<file path="config.mk">
export PLATFORM = sky130hd
export DESIGN_NAME = sram_bank_arbiter_flat
export DESIGN_NICKNAME = d
export VERILOG_FILES = /design/src/rtl/sram_arb_pkg.sv /design/src/rtl/sram_bank_arbiter_if.sv /design/src/rtl/rr_arbiter3.sv /design/src/rtl/sram_bank_arbiter.sv /design/src/flat_wrapper.sv
export SDC_FILE = /design/constraint.sdc
export NUM_CORES = 1
export LEC_CHECK = 0
export ABC_CLOCK_PERIOD_IN_PS = 2000
export CAP_MARGIN = 30
export CORE_AREA = 2 2 245 247
export CTS_BUF_LIST = sky130_fd_sc_hd__clkbuf_4 sky130_fd_sc_hd__clkbuf_8
export CTS_CLUSTER_SIZE = 30
export DETAILED_ROUTE_END_ITERATION = 8
export DIE_AREA = 0 0 247 249
export PLACE_DENSITY = 0.39
export SLEW_MARGIN = 5
export SYNTH_ARGS = -nofsm -noshare
export SYNTH_HDL_FRONTEND = slang
export SYNTH_SLANG_ARGS = --single-unit
</file>
<file path="constraint.sdc">
create_clock -name clk -period 2 [get_ports clk]
set_clock_uncertainty 0.05 [all_clocks]
set_input_delay 0.4 -clock clk [delete_from_list [all_inputs] [get_ports clk]]
set_output_delay 0.4 -clock clk [all_outputs]
set_load 0.02 [all_outputs]
</file>
<file path="src/rtl/sram_arb_pkg.sv">
// Shared types for the SRAM bank arbiter: requester ids, FSM states and
// the round-robin successor helper.
package sram_arb_pkg;

    localparam int NUM_REQ = 3;

    typedef enum logic [1:0] {
        REQ_HOST  = 2'd0,
        REQ_ARRAY = 2'd1,
        REQ_WB    = 2'd2
    } req_id_t;

    typedef enum logic {
        ARB  = 1'b0,
        LOCK = 1'b1
    } arb_state_t;

    function automatic req_id_t next_req(input req_id_t r);
        case (r)
            REQ_HOST:  return REQ_ARRAY;
            REQ_ARRAY: return REQ_WB;
            default:   return REQ_HOST;
        endcase
    endfunction

endpackage

</file>
<file path="src/rtl/sram_bank_arbiter_if.sv">
// Requester, SRAM and wait-counter signals of the SRAM bank arbiter.
// slave = arbiter side, master = requesters/SRAM side.
interface sram_bank_arbiter_if #(
    parameter int ADDR_W    = 10,
    parameter int DATA_W    = 64,
    parameter int NUM_BANKS = 4
);
    localparam int BANK_W = $clog2(NUM_BANKS);

    logic              h_req, a_req, w_req;
    logic              h_lock, w_lock;
    logic [ADDR_W-1:0] h_addr, a_addr, w_addr;
    logic [BANK_W-1:0] h_bank, a_bank, w_bank;
    logic [DATA_W-1:0] h_wdata, w_wdata;
    logic              h_gnt, a_gnt, w_gnt;
    logic              a_rvalid;
    logic [DATA_W-1:0] a_rdata;
    logic              ren, wen;
    logic [ADDR_W-1:0] addr;
    logic [NUM_BANKS-1:0] chip_select;
    logic [DATA_W-1:0] write_data;
    logic [DATA_W-1:0] read_data0, read_data1, read_data2, read_data3;
    logic              addr_err;
    logic [15:0]       wait_h, wait_a, wait_w;

    modport slave (
        input  h_req, a_req, w_req, h_lock, w_lock,
        input  h_addr, a_addr, w_addr, h_bank, a_bank, w_bank,
        input  h_wdata, w_wdata,
        input  read_data0, read_data1, read_data2, read_data3,
        output h_gnt, a_gnt, w_gnt, a_rvalid, a_rdata,
        output ren, wen, addr, chip_select, write_data, addr_err,
        output wait_h, wait_a, wait_w
    );

    modport master (
        output h_req, a_req, w_req, h_lock, w_lock,
        output h_addr, a_addr, w_addr, h_bank, a_bank, w_bank,
        output h_wdata, w_wdata,
        output read_data0, read_data1, read_data2, read_data3,
        input  h_gnt, a_gnt, w_gnt, a_rvalid, a_rdata,
        input  ren, wen, addr, chip_select, write_data, addr_err,
        input  wait_h, wait_a, wait_w
    );

endinterface

</file>
<file path="src/rtl/rr_arbiter3.sv">
// Combinational 3-way round-robin grant; ptr names the highest-priority
// requester. Rotate so ptr sits at bit 0, take the lowest set bit, rotate back.
module rr_arbiter3
    import sram_arb_pkg::*;
(
    input  logic [NUM_REQ-1:0] req,
    input  req_id_t            ptr,
    output logic [NUM_REQ-1:0] gnt
);

    logic [NUM_REQ-1:0] rot;
    logic [NUM_REQ-1:0] pick;

    always_comb begin
        rot = req;
        case (ptr)
            REQ_ARRAY: rot = {req[0], req[2:1]};
            REQ_WB:    rot = {req[1:0], req[2]};
            default:   rot = req;
        endcase
    end

    assign pick = rot & (~rot + 3'd1);

    always_comb begin
        gnt = pick;
        case (ptr)
            REQ_ARRAY: gnt = {pick[1:0], pick[2]};
            REQ_WB:    gnt = {pick[0], pick[2:1]};
            default:   gnt = pick;
        endcase
    end

endmodule

</file>
<file path="src/rtl/sram_bank_arbiter.sv">
// Round-robin arbiter sharing a four-bank SRAM between host load, array feed
// and writeback, with burst lock. Wait counters built under SRAM_ARB_PERF_CNT_EN.
module sram_bank_arbiter
    import sram_arb_pkg::*;
#(
    parameter int ADDR_W    = 10,
    parameter int DATA_W    = 64,
    parameter int NUM_BANKS = 4,
    parameter int DEPTH     = 1024
)(
    input  logic clk,
    input  logic n_rst,
    sram_bank_arbiter_if.slave bus
);

    localparam int BANK_W = $clog2(NUM_BANKS);

    logic [NUM_REQ-1:0] req_vec, rr_gnt, gnt_vec, owner_mask;
    req_id_t            ptr_q, ptr_d, owner_q, owner_d, gnt_id;
    arb_state_t         state_q, state_d;
    logic               gnt_any, owner_lock;
    logic [ADDR_W-1:0]  sel_addr;
    logic [BANK_W-1:0]  sel_bank;
    logic [DATA_W-1:0]  sel_wdata;
    logic               sel_read, in_range, cmd_ok;
    logic [NUM_BANKS-1:0] bank_oh;

    logic                 ren_p1, wen_p1, addr_err_p1;
    logic [ADDR_W-1:0]    addr_p1;
    logic [NUM_BANKS-1:0] cs_p1;
    logic [DATA_W-1:0]    wdata_p1;
    logic [BANK_W-1:0]    rd_bank_p1, rd_bank_p2;
    logic                 vld_p2;
    logic [DATA_W-1:0]    rd_mux;

    assign req_vec = {bus.w_req, bus.a_req, bus.h_req};

    rr_arbiter3 u_rr (
        .req (req_vec),
        .ptr (ptr_q),
        .gnt (rr_gnt)
    );

    assign owner_mask = (owner_q == REQ_WB) ? 3'b100 : 3'b001;
    assign owner_lock = (owner_q == REQ_WB) ? bus.w_lock : bus.h_lock;

    // Grants stay low while reset is asserted so held requests see nothing.
    always_comb begin
        gnt_vec = '0;
        if (n_rst) begin
            if (state_q == LOCK) gnt_vec = req_vec & owner_mask;
            else                 gnt_vec = rr_gnt;
        end
    end

    assign gnt_any   = |gnt_vec;
    assign bus.h_gnt = gnt_vec[REQ_HOST];
    assign bus.a_gnt = gnt_vec[REQ_ARRAY];
    assign bus.w_gnt = gnt_vec[REQ_WB];

    always_comb begin
        gnt_id    = REQ_HOST;
        sel_addr  = bus.h_addr;
        sel_bank  = bus.h_bank;
        sel_wdata = bus.h_wdata;
        if (gnt_vec[REQ_ARRAY]) begin
            gnt_id    = REQ_ARRAY;
            sel_addr  = bus.a_addr;
            sel_bank  = bus.a_bank;
            sel_wdata = '0;
        end else if (gnt_vec[REQ_WB]) begin
            gnt_id    = REQ_WB;
            sel_addr  = bus.w_addr;
            sel_bank  = bus.w_bank;
            sel_wdata = bus.w_wdata;
        end
    end

    assign sel_read = (gnt_id == REQ_ARRAY);
    assign in_range = (32'(sel_addr) < 32'(DEPTH));
    assign cmd_ok   = gnt_any & in_range;
    assign bank_oh  = NUM_BANKS'(1) << sel_bank;

    always_comb begin
        state_d = state_q;
        owner_d = owner_q;
        ptr_d   = ptr_q;
        case (state_q)
            ARB: begin
                if (gnt_any) begin
                    ptr_d = next_req(gnt_id);
                    if ((gnt_id == REQ_HOST && bus.h_lock) ||
                        (gnt_id == REQ_WB && bus.w_lock)) begin
                        state_d = LOCK;
                        owner_d = gnt_id;
                    end
                end
            end
            LOCK: begin
                // Dropping lock ends the burst whether or not the owner is requesting.
                if (!owner_lock) begin
                    state_d = ARB;
                    ptr_d   = next_req(owner_q);
                end
            end
            default: state_d = ARB;
        endcase
    end

    always_ff @(posedge clk or negedge n_rst) begin
        if (!n_rst) begin
            state_q <= ARB;
            owner_q <= REQ_HOST;
            ptr_q   <= REQ_HOST;
        end else begin
            state_q <= state_d;
            owner_q <= owner_d;
            ptr_q   <= ptr_d;
        end
    end

    // Stage p1: registered SRAM command, valid the cycle after the grant.
    always_ff @(posedge clk or negedge n_rst) begin
        if (!n_rst) begin
            ren_p1      <= 1'b0;
            wen_p1      <= 1'b0;
            addr_err_p1 <= 1'b0;
            cs_p1       <= '0;
            addr_p1     <= '0;
            wdata_p1    <= '0;
            rd_bank_p1  <= '0;
        end else begin
            ren_p1      <= cmd_ok & sel_read;
            wen_p1      <= cmd_ok & ~sel_read;
            addr_err_p1 <= gnt_any & ~in_range;
            cs_p1       <= cmd_ok ? bank_oh : '0;
            if (cmd_ok) addr_p1 <= sel_addr;
            if (cmd_ok && !sel_read) wdata_p1 <= sel_wdata;
            if (cmd_ok && sel_read) rd_bank_p1 <= sel_bank;
        end
    end

    // Stage p2: SRAM returns data; steer it from the bank captured at p1.
    always_ff @(posedge clk or negedge n_rst) begin
        if (!n_rst) begin
            vld_p2     <= 1'b0;
            rd_bank_p2 <= '0;
        end else begin
            vld_p2     <= ren_p1;
            rd_bank_p2 <= rd_bank_p1;
        end
    end

    always_comb begin
        rd_mux = '0;
        case (int'(rd_bank_p2))
            0:       rd_mux = bus.read_data0;
            1:       rd_mux = bus.read_data1;
            2:       rd_mux = bus.read_data2;
            3:       rd_mux = bus.read_data3;
            default: rd_mux = '0;
        endcase
    end

    assign bus.ren         = ren_p1;
    assign bus.wen         = wen_p1;
    assign bus.addr        = addr_p1;
    assign bus.chip_select = cs_p1;
    assign bus.write_data  = wdata_p1;
    assign bus.addr_err    = addr_err_p1;
    assign bus.a_rvalid    = vld_p2;
    assign bus.a_rdata     = vld_p2 ? rd_mux : '0;

`ifdef SRAM_ARB_PERF_CNT_EN
    logic [NUM_REQ-1:0][15:0] wait_q;

    always_ff @(posedge clk or negedge n_rst) begin
        if (!n_rst) begin
            wait_q <= '0;
        end else begin
            for (int i = 0; i < NUM_REQ; i++) begin
                if (req_vec[i] && !gnt_vec[i] && wait_q[i] != 16'hFFFF)
                    wait_q[i] <= wait_q[i] + 16'd1;
            end
        end
    end

    assign bus.wait_h = wait_q[REQ_HOST];
    assign bus.wait_a = wait_q[REQ_ARRAY];
    assign bus.wait_w = wait_q[REQ_WB];
`else
    assign bus.wait_h = '0;
    assign bus.wait_a = '0;
    assign bus.wait_w = '0;
`endif

endmodule

</file>
<file path="src/flat_wrapper.sv">
// flat-port wrapper written by rule: the top's interface ports become plain ports
module sram_bank_arbiter_flat import sram_arb_pkg::*;
#(
    parameter int ADDR_W    = 10,
    parameter int DATA_W    = 64,
    parameter int NUM_BANKS = 4,
    parameter int DEPTH     = 1024
)
  (clk, n_rst, bus_h_req, bus_a_req, bus_w_req, bus_h_lock, bus_w_lock, bus_h_addr, bus_a_addr, bus_w_addr, bus_h_bank, bus_a_bank, bus_w_bank, bus_h_wdata, bus_w_wdata, bus_read_data0, bus_read_data1, bus_read_data2, bus_read_data3, bus_h_gnt, bus_a_gnt, bus_w_gnt, bus_a_rvalid, bus_a_rdata, bus_ren, bus_wen, bus_addr, bus_chip_select, bus_write_data, bus_addr_err, bus_wait_h, bus_wait_a, bus_wait_w);
  sram_bank_arbiter_if #(.ADDR_W(ADDR_W), .DATA_W(DATA_W), .NUM_BANKS(NUM_BANKS)) bus_i ();
  input  logic clk;
  input  logic n_rst;
  input wire logic [$bits(bus_i.h_req)-1:0] bus_h_req;
  input wire logic [$bits(bus_i.a_req)-1:0] bus_a_req;
  input wire logic [$bits(bus_i.w_req)-1:0] bus_w_req;
  input wire logic [$bits(bus_i.h_lock)-1:0] bus_h_lock;
  input wire logic [$bits(bus_i.w_lock)-1:0] bus_w_lock;
  input wire logic [$bits(bus_i.h_addr)-1:0] bus_h_addr;
  input wire logic [$bits(bus_i.a_addr)-1:0] bus_a_addr;
  input wire logic [$bits(bus_i.w_addr)-1:0] bus_w_addr;
  input wire logic [$bits(bus_i.h_bank)-1:0] bus_h_bank;
  input wire logic [$bits(bus_i.a_bank)-1:0] bus_a_bank;
  input wire logic [$bits(bus_i.w_bank)-1:0] bus_w_bank;
  input wire logic [$bits(bus_i.h_wdata)-1:0] bus_h_wdata;
  input wire logic [$bits(bus_i.w_wdata)-1:0] bus_w_wdata;
  input wire logic [$bits(bus_i.read_data0)-1:0] bus_read_data0;
  input wire logic [$bits(bus_i.read_data1)-1:0] bus_read_data1;
  input wire logic [$bits(bus_i.read_data2)-1:0] bus_read_data2;
  input wire logic [$bits(bus_i.read_data3)-1:0] bus_read_data3;
  output wire logic [$bits(bus_i.h_gnt)-1:0] bus_h_gnt;
  output wire logic [$bits(bus_i.a_gnt)-1:0] bus_a_gnt;
  output wire logic [$bits(bus_i.w_gnt)-1:0] bus_w_gnt;
  output wire logic [$bits(bus_i.a_rvalid)-1:0] bus_a_rvalid;
  output wire logic [$bits(bus_i.a_rdata)-1:0] bus_a_rdata;
  output wire logic [$bits(bus_i.ren)-1:0] bus_ren;
  output wire logic [$bits(bus_i.wen)-1:0] bus_wen;
  output wire logic [$bits(bus_i.addr)-1:0] bus_addr;
  output wire logic [$bits(bus_i.chip_select)-1:0] bus_chip_select;
  output wire logic [$bits(bus_i.write_data)-1:0] bus_write_data;
  output wire logic [$bits(bus_i.addr_err)-1:0] bus_addr_err;
  output wire logic [$bits(bus_i.wait_h)-1:0] bus_wait_h;
  output wire logic [$bits(bus_i.wait_a)-1:0] bus_wait_a;
  output wire logic [$bits(bus_i.wait_w)-1:0] bus_wait_w;
  assign bus_i.h_req = bus_h_req;
  assign bus_i.a_req = bus_a_req;
  assign bus_i.w_req = bus_w_req;
  assign bus_i.h_lock = bus_h_lock;
  assign bus_i.w_lock = bus_w_lock;
  assign bus_i.h_addr = bus_h_addr;
  assign bus_i.a_addr = bus_a_addr;
  assign bus_i.w_addr = bus_w_addr;
  assign bus_i.h_bank = bus_h_bank;
  assign bus_i.a_bank = bus_a_bank;
  assign bus_i.w_bank = bus_w_bank;
  assign bus_i.h_wdata = bus_h_wdata;
  assign bus_i.w_wdata = bus_w_wdata;
  assign bus_i.read_data0 = bus_read_data0;
  assign bus_i.read_data1 = bus_read_data1;
  assign bus_i.read_data2 = bus_read_data2;
  assign bus_i.read_data3 = bus_read_data3;
  assign bus_h_gnt = bus_i.h_gnt;
  assign bus_a_gnt = bus_i.a_gnt;
  assign bus_w_gnt = bus_i.w_gnt;
  assign bus_a_rvalid = bus_i.a_rvalid;
  assign bus_a_rdata = bus_i.a_rdata;
  assign bus_ren = bus_i.ren;
  assign bus_wen = bus_i.wen;
  assign bus_addr = bus_i.addr;
  assign bus_chip_select = bus_i.chip_select;
  assign bus_write_data = bus_i.write_data;
  assign bus_addr_err = bus_i.addr_err;
  assign bus_wait_h = bus_i.wait_h;
  assign bus_wait_a = bus_i.wait_a;
  assign bus_wait_w = bus_i.wait_w;
  sram_bank_arbiter #(.ADDR_W(ADDR_W), .DATA_W(DATA_W), .NUM_BANKS(NUM_BANKS), .DEPTH(DEPTH)) u_core (.clk(clk), .n_rst(n_rst), .bus(bus_i));
endmodule
</file>
==> flow_metrics.py, run 1 <==
metrics = {
    "outcome": {
        "outcome": "finished, violations left",
        "violations": "negative setup slack",
    },
    "cts": {
        "clk_pin_slew_ps": 110,
        "cts-root-buf": "clkbuf_8",
        "cts_tree": "built",
        "cts.sinks": 90,
        "htree_levels": 3,
        "worst_skew_pair.late_latency_ps": 440,
        "numCtsBuffers": 9,
        "clk_path_buf_depth": 2,
    },
    "power": {
        "p_sw_mw": 7.94,
        "intPower_mw": 11.5,
        "leakagePower_nw": 6.61,
        "ir_drop_v": 0.000478,
        "p_comb_share_pct": 75.4,
        "power.total_mw": 19.4,
        "power_frac_clock_pct": 7.7,
        "powerDensity_nw_per_um2": 1160,
        "seqPwrFrac_pct": 16.9,
        "switching_share_pct": 40.9,
    },
    "critical_path": {
        "crit_path_top_delay_cell": "dfrtp_4",
        "critPathKind": "reg -> out",
        "reg2reg_to": "u_core.bus.write_data[40]",
        "reg2reg_depth": 11,
        "crit_path_max_incr_delay_ps": 560,
        "critPathArrivalTime_ps": 2160,
        "path_max_fanout": 8,
        "cp-end-kind": "output pin",
        "rrSetupSlack_ps": -560,
        "critPathBufInv": 4,
        "cp_top_family": "flip-flops",
        "crit_chain": "buf_12 > buf_12 > buf_6 > mux4_2 > and2_4 > buf_6",
        "r2r-start": "u_core.ptr_q[1]",
        "cp_data_required_time_ps": 1550,
        "startpoint_type": "flop",
    },
    "global_routing": {
        "grt_use_met3_pct": 4.76,
        "gr-max-usage-layer": "met2",
        "grt-ovfl-total": 0,
        "groute.usage.overall_pct": 17.9,
        "grt_max_degree": 65,
        "grt_first_pass_wirelength_um": 75900,
        "grt_pass1_vias": 9390,
        "antenna_found_initial": 45,
        "met1_usage_pct": 17.4,
        "use_met2_pct": 34.2,
    },
    "placement": {
        "place_ws_ps": -698,
        "hpwlAfterDp_um": 43900,
        "port_buffers": 574,
        "dp_cells": 2071,
        "gp_congestion": 0.904,
        "place_area_um2": 14300,
    },
    "synthesis": {
        "synth_cells": 729,
        "ys_types": 49,
        "synthArstFlopShare_pct": 100,
        "synth_area_per_cell_um2": 9.92,
        "ys_ff_latch": 90,
        "synth_flop_cell": "dfrtp_1",
        "synth_area_um2": 7230,
        "synth_edf_count": 0,
        "synth_seq_area_share_pct": 31.1,
        "ys_warn_count": 0,
    },
    "floorplan": {
        "die_x_um": 247,
        "placement_rows": 89,
        "die_y_um": 249,
        "initial_core_util_pct": 12.3,
        "dieArea_um2": 61500,
        "io_pins": 624,
        "design.core.area_um2": 58700,
    },
    "drt": {
        "routedWlPerCell_um": 26.5,
        "drt_first_pass_iters": 4,
        "avgViaCountPerCell": 4.11,
        "drc": 0,
        "wl_um": 58100,
        "drt-initial-drc-count": 292,
        "vias": 9027,
        "ant_nets": 0,
    },
    "finish": {
        "nets": 1819,
        "instances_no_fill": 2195,
        "design_area_um2": 16800,
        "area_delta_synth_final_pct": 132,
        "drive_above_1_share_pct": 30.5,
    },
    "timing": {
        "worst_slack_ps": -613,
        "maxSlewHeadroom_pct": 58.2,
        "period_share_pct": 131,
        "worstMarginPinSlew_ps": 627,
        "finalSetupViolCount": 151,
        "rsz0062_at_grt": "true",
        "max_freq_ghz": 0.383,
        "fin_crit_ps": 2610,
        "timing_hold_violations_final": 0,
        "report.final.slew_viol_count": 0,
    },
    "hold_path": {
        "whs_path_depth": 0,
        "hold_start": "u_core.bus.ren",
        "whs_endpoint": "u_core.bus.a_rvalid",
        "hold_class": "reg -> reg",
    },
    "run": {
        "cap_violations": 0,
    },
}
[cells by family (layout without fill, tap and decap cells)]
logic type / Yosys count / count (layout) / share of synthesized area, %
simple gates: 122 / 123 / 9.52
other cells: 1 / 76 / 0.0519
buf+inv: 200 / 817 / 13.5
mux: 76 / 76 / 21.6
compound gates: 238 / 238 / 23.8
fa+ha+maj: 2 / 2 / 0.346
flops: 90 / 90 / 31.1
[power groups by stage]
stage	registers, mW	logic [mW]	clock network, mW
after CTS	3.30	13.9	1.59
after floorplan	4.11	5.00	0
after global placement	3.28	10.9	0
final	3.29	14.7	1.49
after global routing	3.40	15.5	1.61
after detailed placement	3.30	10.9	0
[worst max path at each step]
stage,start,endpoint,slack (ps),cells after the start
3_5_place_dp,bus_h_req,u_core.bus.chip_select[0],-700,8
4_1_cts,u_core.rd_bank_p2[0],bus_a_rdata[37],-680,6
6_report,u_core.rd_bank_p2[0],bus_a_rdata[37],-610,6
5_1_grt,u_core.ptr_q[1],bus_w_gnt,-670,7
2_1_floorplan,u_core.ptr_q[1],u_core.bus.write_data[0],-130,9
3_3_place_gp,bus_h_req,u_core.bus.chip_select[0],-710,8
[sequential cells by signal (all words and copies together), names as in the netlist]
register,flops
u_core.bus.addr,10
u_core.bus.a_rvalid,1
u_core.bus.ren,1
u_core.ptr_q,2
u_core.owner_q,2
u_core.bus.wen,1
u_core.bus.write_data,64
u_core.rd_bank_p1,2
u_core.bus.chip_select,4
u_core.state_q,1
u_core.rd_bank_p2,2
[layout by cell type (no fill, tap or decap), drive strengths merged, types with 2 or more instances in the layout]
| cell | n |
|---|---|
| o311a | 2 |
| clkdlybuf4s50 | 494 |
| a22o | 2 |
| buf | 214 |
| a21oi | 7 |
| nor3 | 4 |
| clkinv | 2 |
| diode | 27 |
| a31oi | 129 |
| or2 | 3 |
| nand3 | 12 |
| o211ai | 10 |
| mux4 | 64 |
| nor2 | 6 |
| o31ai | 4 |
| clkbuf | 14 |
| inv | 76 |
| nor2b | 3 |
| clkinvlp | 2 |
| ha | 2 |
| a2111oi | 2 |
| o22a | 64 |
| dlygate4sd2 | 10 |
| nand2b | 5 |
| mux2i | 11 |
| a21o | 2 |
| and2 | 64 |
| o21a | 2 |
| dfrtp | 90 |
| o21ai | 5 |
| nand2 | 23 |
| bufbuf | 2 |
| conb | 49 |
[per-layer routing]
layer,part of all wire [%],up-vias
li1,-,4027
met1,33,4456
met2,54,445
met3,7.6,93
met4,5.5,6
met5,0.064,-
[cells in the mapped netlist (4+ instances only)]
library cell | number | share of area (%)
a21oi_1 | 7 | 0.48
a31oi_1 | 129 | 11
and2_1 | 64 | 5.5
buf_1 | 7 | 0.36
buf_2 | 16 | 1.1
buf_4 | 55 | 5.7
clkbuf_1 | 47 | 2.4
dfrtp_1 | 90 | 31
inv_1 | 72 | 3.7
mux2i_1 | 11 | 1.5
mux4_2 | 64 | 20
nand2_1 | 21 | 1.1
nand2b_1 | 5 | 0.43
nand3_1 | 12 | 0.83
nor2_1 | 6 | 0.31
o211ai_1 | 10 | 1.0
o22a_1 | 64 | 7.8
o31ai_1 | 4 | 0.42
[worst register-to-register path, delay by kind of cell (launching register included)]
family | cells | cell delay (ps)
buffers and inverters | 5 | 720
adder cells (fa/ha/maj) | 1 | 270
AO/OA/AOI/OAI | 3 | 780
AND/OR/NAND/NOR | 2 | 230
flip-flops | 1 | 450
[final cells by class]
class,count,area [µm²]
timing repair buffer,726,7960
tap,773,967
clock buffer,10,131
multi-input combinational,488,5030
antenna,27,67.6
inverter,75,304
clock inverter,6,73.8
fill,6226,41900
sequential,90,2260
[repair_timing]
item                       CTS  global route
setup endpoints to repair  164           153
gates resized for setup    465           137
hold endpoints to repair     3             0
pin swaps                   48            51
gates cloned                21             4
buffers inserted            40            26
hold buffers                 1             0
[per-stage QoR]
step           hold WS (ps)  TNS [ps]  util, %
2_1_floorplan          54.4     -8400        -
3_3_place_gp            312    -83310     24.4
3_5_place_dp            313    -82450     24.4
4_1_cts                 345    -77000     27.1
5_1_grt                 357    -82970     28.6
6_report                341    -71600     28.6
Power figures use the tool's default switching activity.
==> run 2: changes to the inputs <==
- GPL_TIMING_DRIVEN: unset -> 0
==> run 2 against run 1 <==
Effect of this change: the flow still finishes with violations (negative setup slack); hold slack better by 40 ps; critical path type unchanged; non-clock buffer count up 48; largest power group unchanged; clock power down 13%; first-iteration DRC count up 7.2%; register-to-register slack better by 60 ps; maximum frequency up 1.0%.
==> flow_metrics.py, run 2 (same netlist as run 1, synthesis figures left out) <==
metrics = {
    "run": {
        "cap_violations": 0,
    },
    "outcome": {
        "violations": "negative setup slack",
        "outcome": "finished, violations left",
    },
    "finish": {
        "n_fill_cell": 6107,
        "finish.utilization_pct": 29.4,
        "final_cell_mix": "clkdlybuf4s50_1 (499), dfrtp_1 (86), buf_6 (84)",
        "area_delta_synth_final_pct": 138,
        "design_area_um2": 17200,
        "final_common_cell": "clkdlybuf4s50_1",
        "largest_reg_flops": 64,
        "nets": 1867,
        "instances_no_fill": 2238,
        "drive_above_1_share_pct": 34.7,
    },
    "drt": {
        "ant_nets": 0,
        "vias": 9209,
        "drt-initial-drc-count": 313,
        "drc": 0,
        "drt_first_pass_iters": 4,
        "routedWlPerCell_um": 26.6,
        "wl_um": 59600,
        "avgViaCountPerCell": 4.11,
    },
    "critical_path": {
        "rrSetupSlack_ps": -500,
        "reg2reg_depth": 12,
        "cp_data_required_time_ps": 1550,
        "crit_path_max_incr_delay_ps": 440,
        "critPathLaunch": "u_core.ptr_q[0]",
        "r2r-start": "u_core.ptr_q[0]",
        "crit_chain": "buf_6 > ha_4 > o21a_1 > o2111a_2 > nor3_4 > inv_4 > buf_8 > buf_6",
        "crit_path_top_delay_cell": "dfrtp_2",
        "cp_common_cell": "buf_6",
        "critPathArrivalTime_ps": 2140,
        "startpoint_type": "flop",
        "reg2reg_to": "u_core.bus.write_data[40]",
        "critPathKind": "reg -> out",
        "cp-end-kind": "output pin",
        "crit_end": "bus_w_gnt",
        "path_max_fanout": 3,
    },
    "placement": {
        "port_buffers": 574,
        "place_ws_ps": -1530,
        "hpwlAfterDp_um": 48000,
        "gp_congestion": 0.914,
        "dp_cells": 2125,
        "place_area_um2": 14300,
    },
    "floorplan": {
        "placement_rows": 89,
        "die_x_um": 247,
        "dieArea_um2": 61500,
        "die_y_um": 249,
        "io_pins": 624,
        "design.core.area_um2": 58700,
        "initial_core_util_pct": 12.3,
    },
    "hold_path": {
        "hold_class": "reg -> reg",
    },
    "power": {
        "ir_drop_v": 0.000482,
        "powerDensity_nw_per_um2": 1090,
        "leakagePower_nw": 6.82,
        "power.total_mw": 18.8,
    },
    "global_routing": {
        "antenna_found_initial": 55,
        "groute.usage.overall_pct": 18.2,
        "grt-ovfl-total": 0,
        "grt_max_degree": 35,
        "grt_first_pass_wirelength_um": 77200,
        "grt_pass1_vias": 9569,
    },
    "cts": {
        "numCtsBuffers": 9,
        "clk_pin_slew_ps": 120,
        "clk_path_buf_depth": 2,
        "cts-root-buf": "clkbuf_8",
        "cts.sinks": 90,
        "htree_levels": 3,
        "cts_tree": "built",
        "worst_skew_pair.late_latency_ps": 430,
    },
    "timing": {
        "period_share_pct": 129,
        "worstMarginPinSlew_ps": 587,
        "rsz0062_at_grt": "true",
        "timing_hold_violations_final": 0,
        "finalSetupViolCount": 151,
        "fin_crit_ps": 2590,
        "hold_ws_ps": 381,
        "tns_ps": -61920,
        "worst_slack_ps": -586,
        "max_freq_ghz": 0.387,
        "maxSlewHeadroom_pct": 60.8,
        "report.final.slew_viol_count": 0,
    },
}
==> run 2: changes by cell type in the layout (fill, tap and decap cells not counted), moves of 12 or more <==
cell | previous run | this run
a31oi_1 | 99 | 68
a31oi_2 | 2 | 22
and2_1 | 16 | 0
and2_4 | 48 | 64
buf_16 | 20 | 5
buf_4 | 64 | 76
buf_6 | 67 | 84
clkbuf_2 | 1 | 18
==> run 2: worst max-delay path: cells and delay by family (launching register included) <==
kind | cells | cell delay [ps]
compound gates | 2 | 390
simple gates | 1 | 290
fa+ha+maj | 1 | 150
buf+inv | 4 | 460
flops | 1 | 440
==> run 2: final cells by class <==
cell class              count  area [µm²]  share of cell area [%]
well taps                 773         967                    5.61
plain buffers             121        1150                    6.69
clock buffers               9         124                   0.719
clock inverters             6        51.3                   0.298
multi-input cells         488        5310                    30.8
diodes                     23        57.6                   0.334
inverters                  75         289                    1.68
repair buffers            653        7030                    40.8
flip-flops and latches     90        2260                    13.1
==> run 2: layer usage <==
layer | vias to the layer above | GRT usage (%) | wire, µm
li1 | 4108 | - | -
met3 | 130 | 5.86 | 5140
met5 | - | 0 | 95
met2 | 477 | 33.9 | 31900
met4 | 14 | 10.5 | 3170
met1 | 4480 | 17.2 | 19200
==> run 2: power by group <==
| part | switching [mW] | internal (mW) | total [mW] |
|---|---|---|---|
| Combinational | 6.42 | 7.79 | 14.2 |
| Sequential | 0.606 | 2.70 | 3.31 |
| Clock | 0.837 | 0.460 | 1.30 |
==> run 2: how the worst min path moves through the flow <==
stage / from / to / slack (ps) / cells past startpoint
floorplan: n_rst / u_core.bus.a_rvalid / 50 / 0
global placement: u_core.rd_bank_p1[1] / u_core.rd_bank_p2[1] / 310 / 0
detailed placement: n_rst / u_core.bus.write_data[40] / 290 / 1
CTS: u_core.rd_bank_p1[1] / u_core.rd_bank_p2[1] / 360 / 0
global route: u_core.rd_bank_p1[1] / u_core.rd_bank_p2[1] / 380 / 0
finish: u_core.rd_bank_p1[1] / u_core.rd_bank_p2[1] / 380 / 0
==> run 2: timing repair <==
| action | in CTS | in global routing |
|---|---|---|
| buffers inserted | 48 | 11 |
| hold buffers | 6 | 0 |
| pin swaps | 25 | 51 |
| gates cloned | 15 | 9 |
| resized for setup | 599 | 202 |
| endpoints found under the hold margin | 34 | 0 |
| endpoints found under the setup margin | 158 | 156 |
==> run 3: changes to the inputs <==
- SLEW_MARGIN: 5 -> 20
==> results of run 3 <==
Same layout as run 2: the final DEF is identical, and so are final timing and power.
